## src/rtl/vend_coin_collector.sv

```systemverilog
// Coin collector ahead of change_machine: accumulates payment against a latched cost
// and keeps the coin inventory. Optional idle refund in COLLECT: define COLLECT_TIMEOUT_EN.
module vend_coin_collector #(
  parameter int unsigned INV_MAX        = 3,
  parameter int unsigned INV_INIT       = 2,
  parameter int unsigned TIMEOUT_CYCLES = 255
) (
  input  logic       clk,
  input  logic       rst_n,
  input  logic       item_valid,
  input  logic [3:0] item_cost,
  input  logic       coin_valid,
  input  logic [1:0] coin_type,
  input  logic       cancel,
  input  logic       change_ack,
  input  logic [2:0] first_coin,
  input  logic [2:0] second_coin,
  output logic [3:0] cost,
  output logic [3:0] paid,
  output logic [1:0] quarters,
  output logic [1:0] dimes,
  output logic [1:0] nickels,
  output logic       txn_valid,
  output logic       busy,
  output logic       coin_reject
);

  if (INV_MAX > 3 || INV_INIT > INV_MAX || TIMEOUT_CYCLES < 1 || TIMEOUT_CYCLES > 255)
  begin : g_bad_config
    $error("vend_coin_collector: invalid parameter combination");
  end

  localparam logic [1:0] INV_MAX_L  = 2'(INV_MAX);
  localparam logic [1:0] INV_INIT_L = 2'(INV_INIT);

  typedef enum logic [1:0] {IDLE, COLLECT, SETTLE} state_e;

  state_e     state_q, state_d;
  logic [3:0] cost_q, cost_d;
  logic [3:0] paid_q, paid_d;
  logic [1:0] quarters_q, quarters_d;
  logic [1:0] dimes_q, dimes_d;
  logic [1:0] nickels_q, nickels_d;
  logic       reject_q, reject_d;

  logic [3:0] coin_val;
  logic [4:0] paid_sum;
  logic       timeout;
  logic       abort;
  logic       coin_ok;
  logic [1:0] deb_q, deb_d, deb_n;

  function automatic logic [1:0] sat_inc(input logic [1:0] inv);
    return (inv >= INV_MAX_L) ? inv : inv + 2'd1;
  endfunction

  function automatic logic [1:0] sat_dec(input logic [1:0] inv, input logic [1:0] n);
    return (inv > n) ? inv - n : 2'd0;
  endfunction

  always_comb begin
    coin_val = 4'd0;
    case (coin_type)
      2'b01:   coin_val = 4'd1;
      2'b10:   coin_val = 4'd2;
      2'b11:   coin_val = 4'd5;
      default: coin_val = 4'd0;
    endcase
  end

`ifdef COLLECT_TIMEOUT_EN
  logic [7:0] tmo_q, tmo_d;

  assign timeout = (state_q == COLLECT) && (tmo_q == 8'(TIMEOUT_CYCLES));

  always_comb begin
    tmo_d = tmo_q + 8'd1;
    if (state_q != COLLECT || coin_ok) tmo_d = 8'd0;
  end

  always_ff @(posedge clk or negedge rst_n) begin
    if (!rst_n) tmo_q <= 8'd0;
    else        tmo_q <= tmo_d;
  end
`else
  assign timeout = 1'b0;
`endif

  // Cancel (or timeout) wins over a coin presented in the same cycle.
  assign paid_sum = {1'b0, paid_q} + {1'b0, coin_val};
  assign abort    = (state_q == COLLECT) && (cancel || timeout);
  assign coin_ok  = (state_q == COLLECT) && coin_valid && (coin_type != 2'b00) &&
                    !abort && (paid_sum <= 5'd15);

  // Identical coins count twice; 0 and any unlisted value debit nothing.
  assign deb_q = {1'b0, first_coin == 3'd5} + {1'b0, second_coin == 3'd5};
  assign deb_d = {1'b0, first_coin == 3'd2} + {1'b0, second_coin == 3'd2};
  assign deb_n = {1'b0, first_coin == 3'd1} + {1'b0, second_coin == 3'd1};

  always_ff @(posedge clk or negedge rst_n) begin
    if (!rst_n) begin
      state_q    <= IDLE;
      cost_q     <= 4'd0;
      paid_q     <= 4'd0;
      quarters_q <= INV_INIT_L;
      dimes_q    <= INV_INIT_L;
      nickels_q  <= INV_INIT_L;
      reject_q   <= 1'b0;
    end else begin
      state_q    <= state_d;
      cost_q     <= cost_d;
      paid_q     <= paid_d;
      quarters_q <= quarters_d;
      dimes_q    <= dimes_d;
      nickels_q  <= nickels_d;
      reject_q   <= reject_d;
    end
  end

  always_comb begin
    state_d = state_q;
    case (state_q)
      IDLE:    if (item_valid) state_d = (item_cost == 4'd0) ? SETTLE : COLLECT;
      COLLECT: if (abort || (coin_ok && paid_sum[3:0] >= cost_q)) state_d = SETTLE;
      SETTLE:  if (change_ack) state_d = IDLE;
      default: state_d = IDLE;
    endcase
  end

  always_comb begin
    cost_d     = cost_q;
    paid_d     = paid_q;
    quarters_d = quarters_q;
    dimes_d    = dimes_q;
    nickels_d  = nickels_q;
    reject_d   = coin_valid && !coin_ok;
    case (state_q)
      IDLE: begin
        if (item_valid) begin
          cost_d = item_cost;
          paid_d = 4'd0;
        end
      end
      COLLECT: begin
        if (abort) begin
          cost_d = 4'd0;
        end else if (coin_ok) begin
          paid_d = paid_sum[3:0];
          case (coin_type)
            2'b01:   nickels_d  = sat_inc(nickels_q);
            2'b10:   dimes_d    = sat_inc(dimes_q);
            2'b11:   quarters_d = sat_inc(quarters_q);
            default: ;
          endcase
        end
      end
      SETTLE: begin
        if (change_ack) begin
          quarters_d = sat_dec(quarters_q, deb_q);
          dimes_d    = sat_dec(dimes_q, deb_d);
          nickels_d  = sat_dec(nickels_q, deb_n);
          cost_d     = 4'd0;
          paid_d     = 4'd0;
        end
      end
      default: ;
    endcase
  end

  always_comb begin
    txn_valid = (state_q == SETTLE);
    busy      = (state_q != IDLE);
  end

  assign cost        = cost_q;
  assign paid        = paid_q;
  assign quarters    = quarters_q;
  assign dimes       = dimes_q;
  assign nickels     = nickels_q;
  assign coin_reject = reject_q;

endmodule

```

## config.mk

```make
export PLATFORM = sky130hd
export DESIGN_NAME = vend_coin_collector
export DESIGN_NICKNAME = d
export VERILOG_FILES = /design/src/rtl/vend_coin_collector.sv
export SDC_FILE = /design/constraint.sdc
export NUM_CORES = 1
export LEC_CHECK = 0
export ABC_AREA = 1
export CORE_ASPECT_RATIO = 0.8
export CORE_MARGIN = 2
export CORE_UTILIZATION = 42
export CTS_CLUSTER_SIZE = 8
export DETAILED_ROUTE_END_ITERATION = 8
export PLACE_DENSITY = 0.74
export SYNTH_ARGS = -nofsm -noshare
export SYNTH_HDL_FRONTEND = slang
export SYNTH_SLANG_ARGS = --single-unit
```

## constraint.sdc

```tcl
create_clock -name clk -period 3.4 [get_ports clk]
set_clock_uncertainty 0.15 [all_clocks]
set_input_delay 0.68 -clock clk [delete_from_list [all_inputs] [get_ports clk]]
set_output_delay 0.68 -clock clk [all_outputs]
set_load 0.02 [all_outputs]
```

==> results of run 1 <==
==> power groups by stage <==
stage	Sequential (mW)	Clock, mW	Combinational, mW
after floorplan	0.451	0	0.652
after global placement	0.385	0	1.02
after detailed placement	0.386	0	1.04
after CTS	0.384	0.160	1.05
after global routing	0.398	0.171	1.18
final	0.382	0.157	1.04
==> state kept, by name (all words and copies together) (netlist names) <==
register and count:
quarters 2, state_q 2, nickels 2, paid 4, cost 4, dimes 2
coin_reject 1
==> metrics by stage <==
step	std cells	hold slack [ps]	power [mW]	utilization, %
2_1_floorplan	198	234	1.10	-
3_3_place_gp	273	346	1.40	55.4
3_5_place_dp	273	351	1.43	55.4
4_1_cts	277	361	1.59	56.7
5_1_grt	277	380	1.75	56.7
6_report	277	355	1.58	56.7
==> metal layers <==
metal  up-vias  part of all wire (%)  global-route usage [%]
met4         0                  0.63                    3.23
met2        30                    41                    26.1
met5         -                     0                       0
li1        709                     -                       -
met3         2                   4.1                    4.35
met1       576                    54                    24.8
==> cells in the final DEF, fill, tap and decap left out, types with 3 or more instances in the layout <==
cell | synthesis | routed
fa_1 | 4 | 4
ha_1 | 23 | 23
o21ai_0 | 9 | 9
nand2_1 | 53 | 53
a21oi_1 | 3 | 3
dfrtp_1 | 14 | 14
nor2_1 | 10 | 10
o22ai_1 | 3 | 3
clkbuf_8 | 0 | 3
o21ai_1 | 5 | 5
clkdlybuf4s50_1 | 0 | 34
nand4_1 | 7 | 7
inv_2 | 3 | 3
nand3_1 | 13 | 13
inv_1 | 32 | 32
dfstp_2 | 3 | 3
nand2_4 | 3 | 3
==> worst min path at each step <==
stage | end | slack, ps | depth (start not counted)
4_1_cts | nickels[1] | 360 | 2
2_1_floorplan | coin_reject | 230 | 0
3_5_place_dp | nickels[1] | 350 | 2
3_3_place_gp | dimes[1] | 350 | 2
5_1_grt | nickels[1] | 380 | 2
6_report | nickels[1] | 360 | 2
==> worst max-delay path: stages <==
cell,delay (ps)
clkdlybuf4s50_1,520
inv_1,70
nand2_1,120
inv_1,70
ha_1,280
nand3_1,70
nand2_1,90
xor2_1,200
ha_1,290
a21oi_1,170
nand3_1,90
nand2_1,70
nand2_1,70
nand2_1,90
nand2_1,60
nand2_1,50
==> area by class of cell <==
| type | instances | area (sq um) | area share (%) |
|---|---|---|---|
| Multi-Input combinational cell | 144 | 950 | 48.6 |
| Sequential cell | 17 | 429 | 22.0 |
| Timing Repair Buffer | 34 | 340 | 17.4 |
| Inverter | 36 | 138 | 7.04 |
| Tap cell | 42 | 52.6 | 2.69 |
| Clock buffer | 4 | 45.0 | 2.30 |
==> cells by family (layout without fill, tap and decap cells) <==
group,Yosys count,count (layout),synth area share (%)
buf+inv,37,74,9.75
fa+ha+maj,27,27,24.1
simple gates,92,92,28.0
compound gates,23,23,8.93
xor+xnor,2,2,1.15
flops,17,17,28.1
==> out/qor.txt, run 1 <==
Post-cts gate resize count: 0
Share of the synthesized area in the top cell type: 22.9%
Fillers: 312
Final WL: 3160 um
Reg2reg end: state_q[0]
Post-synth EDFFs: 0
Core ar.: 3450 sq um
Worst VDD drop: 0.421 mV
Power density cells: 806 nW/um^2
Clock tree buffer depth: 2
Post-synthesis net count: 243
# diodes: 0
#FFs+latches synth: 17
Synth top cells by count: 53 x nand2_1, 32 x inv_1, 23 x ha_1
CTS Buf Count: 3
Leakage: 0.987 nW
Sw Ratio: 48.8%
# clock sinks: 17
Ports: 35
Row count: 19
Clk pwr share: 10.0%
DP Wirelength: 2640 um
Global Route Usage Sum: 17.1%
Largest area contributor in the netlist: dfrtp_1
Comb pwr share: 65.7%
Setup ws final: 458 ps
GP Congestion: 0.800
Slew HR: 48.0%
Seq/Total Area, Yosys: 28.1%
Dpl ws: 178 ps
Final setup viols: 0
Achievable frequency: 0.340 GHz
Final instance area: 1950 sq um
Status: finished clean
Die extent in y: 57.9 um
R2r startpoint: paid[0]
Seq pwr share: 24.3%
Pint: 806 uW
Vias in the first global route: 1233
Setup CP Type: in2reg
Synthesized instance count: 198
Setup TNS: 0 ps
ANT nets after route: 0
Final Slew Violations: 0
Via count: 1317
Port Buffers: 34
Critical Path Source: coin_type[0]
Overall die area: 4140 sq um
Setup crit end: state_q[0]
Post-synth cell types: 27
RSZ-0062 raised after global routing: no
Ys async rst share: 100%
Post-CTS Setup Inserts: 0
Total Nets Final: 281
Initial core utilization: 44.3%
Net switching power: 769 uW
H-tree depth: 1
Crit share post-route: 86.5%
Worst-path clk slew: 70 ps
Max cap viols: 0
Syn Std Cell Area: 1530 sq um
CTS tree: yes
Worst-Skew Late Latency: 260 ps
Share of post-route cells with drive strength above 1: 7.66%
Critical Path RT: 3450 ps
Antenna violations before repair: 0
Drt pass-1 iters: 4
Die Wd: 71.4 um
Post-Syn Area per Cell: 7.72 sq um
Placed cell area: 1910 sq um
Peak fanout along the critical path: 4
Global-route wire length before repair: 5500 um
Vias/cell: 4.75
Tmin final: 2940 ps
Critical Path Source Type: input pin
Drt drc: 0
WP data arrival: 2990 ps
Ys Warns: 0
Largest net degree at the start of global routing: 18
Largest cells by area after synthesis: dfrtp_1 23%, ha_1 19%, nand2_1 13%
Hold Buf Count CTS: 0
Worst hold path type: reg2reg
WL/cell: 11.4 um
Worst Reg2Reg Path Length in Cells: 14
Clock tree root buffer cell: clkbuf_8
Drt initial violations: 45
Final Hold Viols: 0
Reg2Reg Setup Slack: 1060 ps
Synth-to-layout area growth: 27.9%
Top FF cell, synth: dfrtp_1
Least-Margin Pin Slew: 778 ps
Critical path endpoint category: flip-flop
Min-delay src: nickels[1]
Leading cell type by number of instances after synthesis: nand2_1
GRT Residual Overflow: 0
Note: power is estimated with default switching activity, not from simulation.
==> run 2, diff against run 1 <==
Settings changed: CTS_CLUSTER_DIAMETER set to 60, SLEW_MARGIN set to 20.
==> results of run 2 <==
Final layout, timing and power as in run 1 (identical DEF).
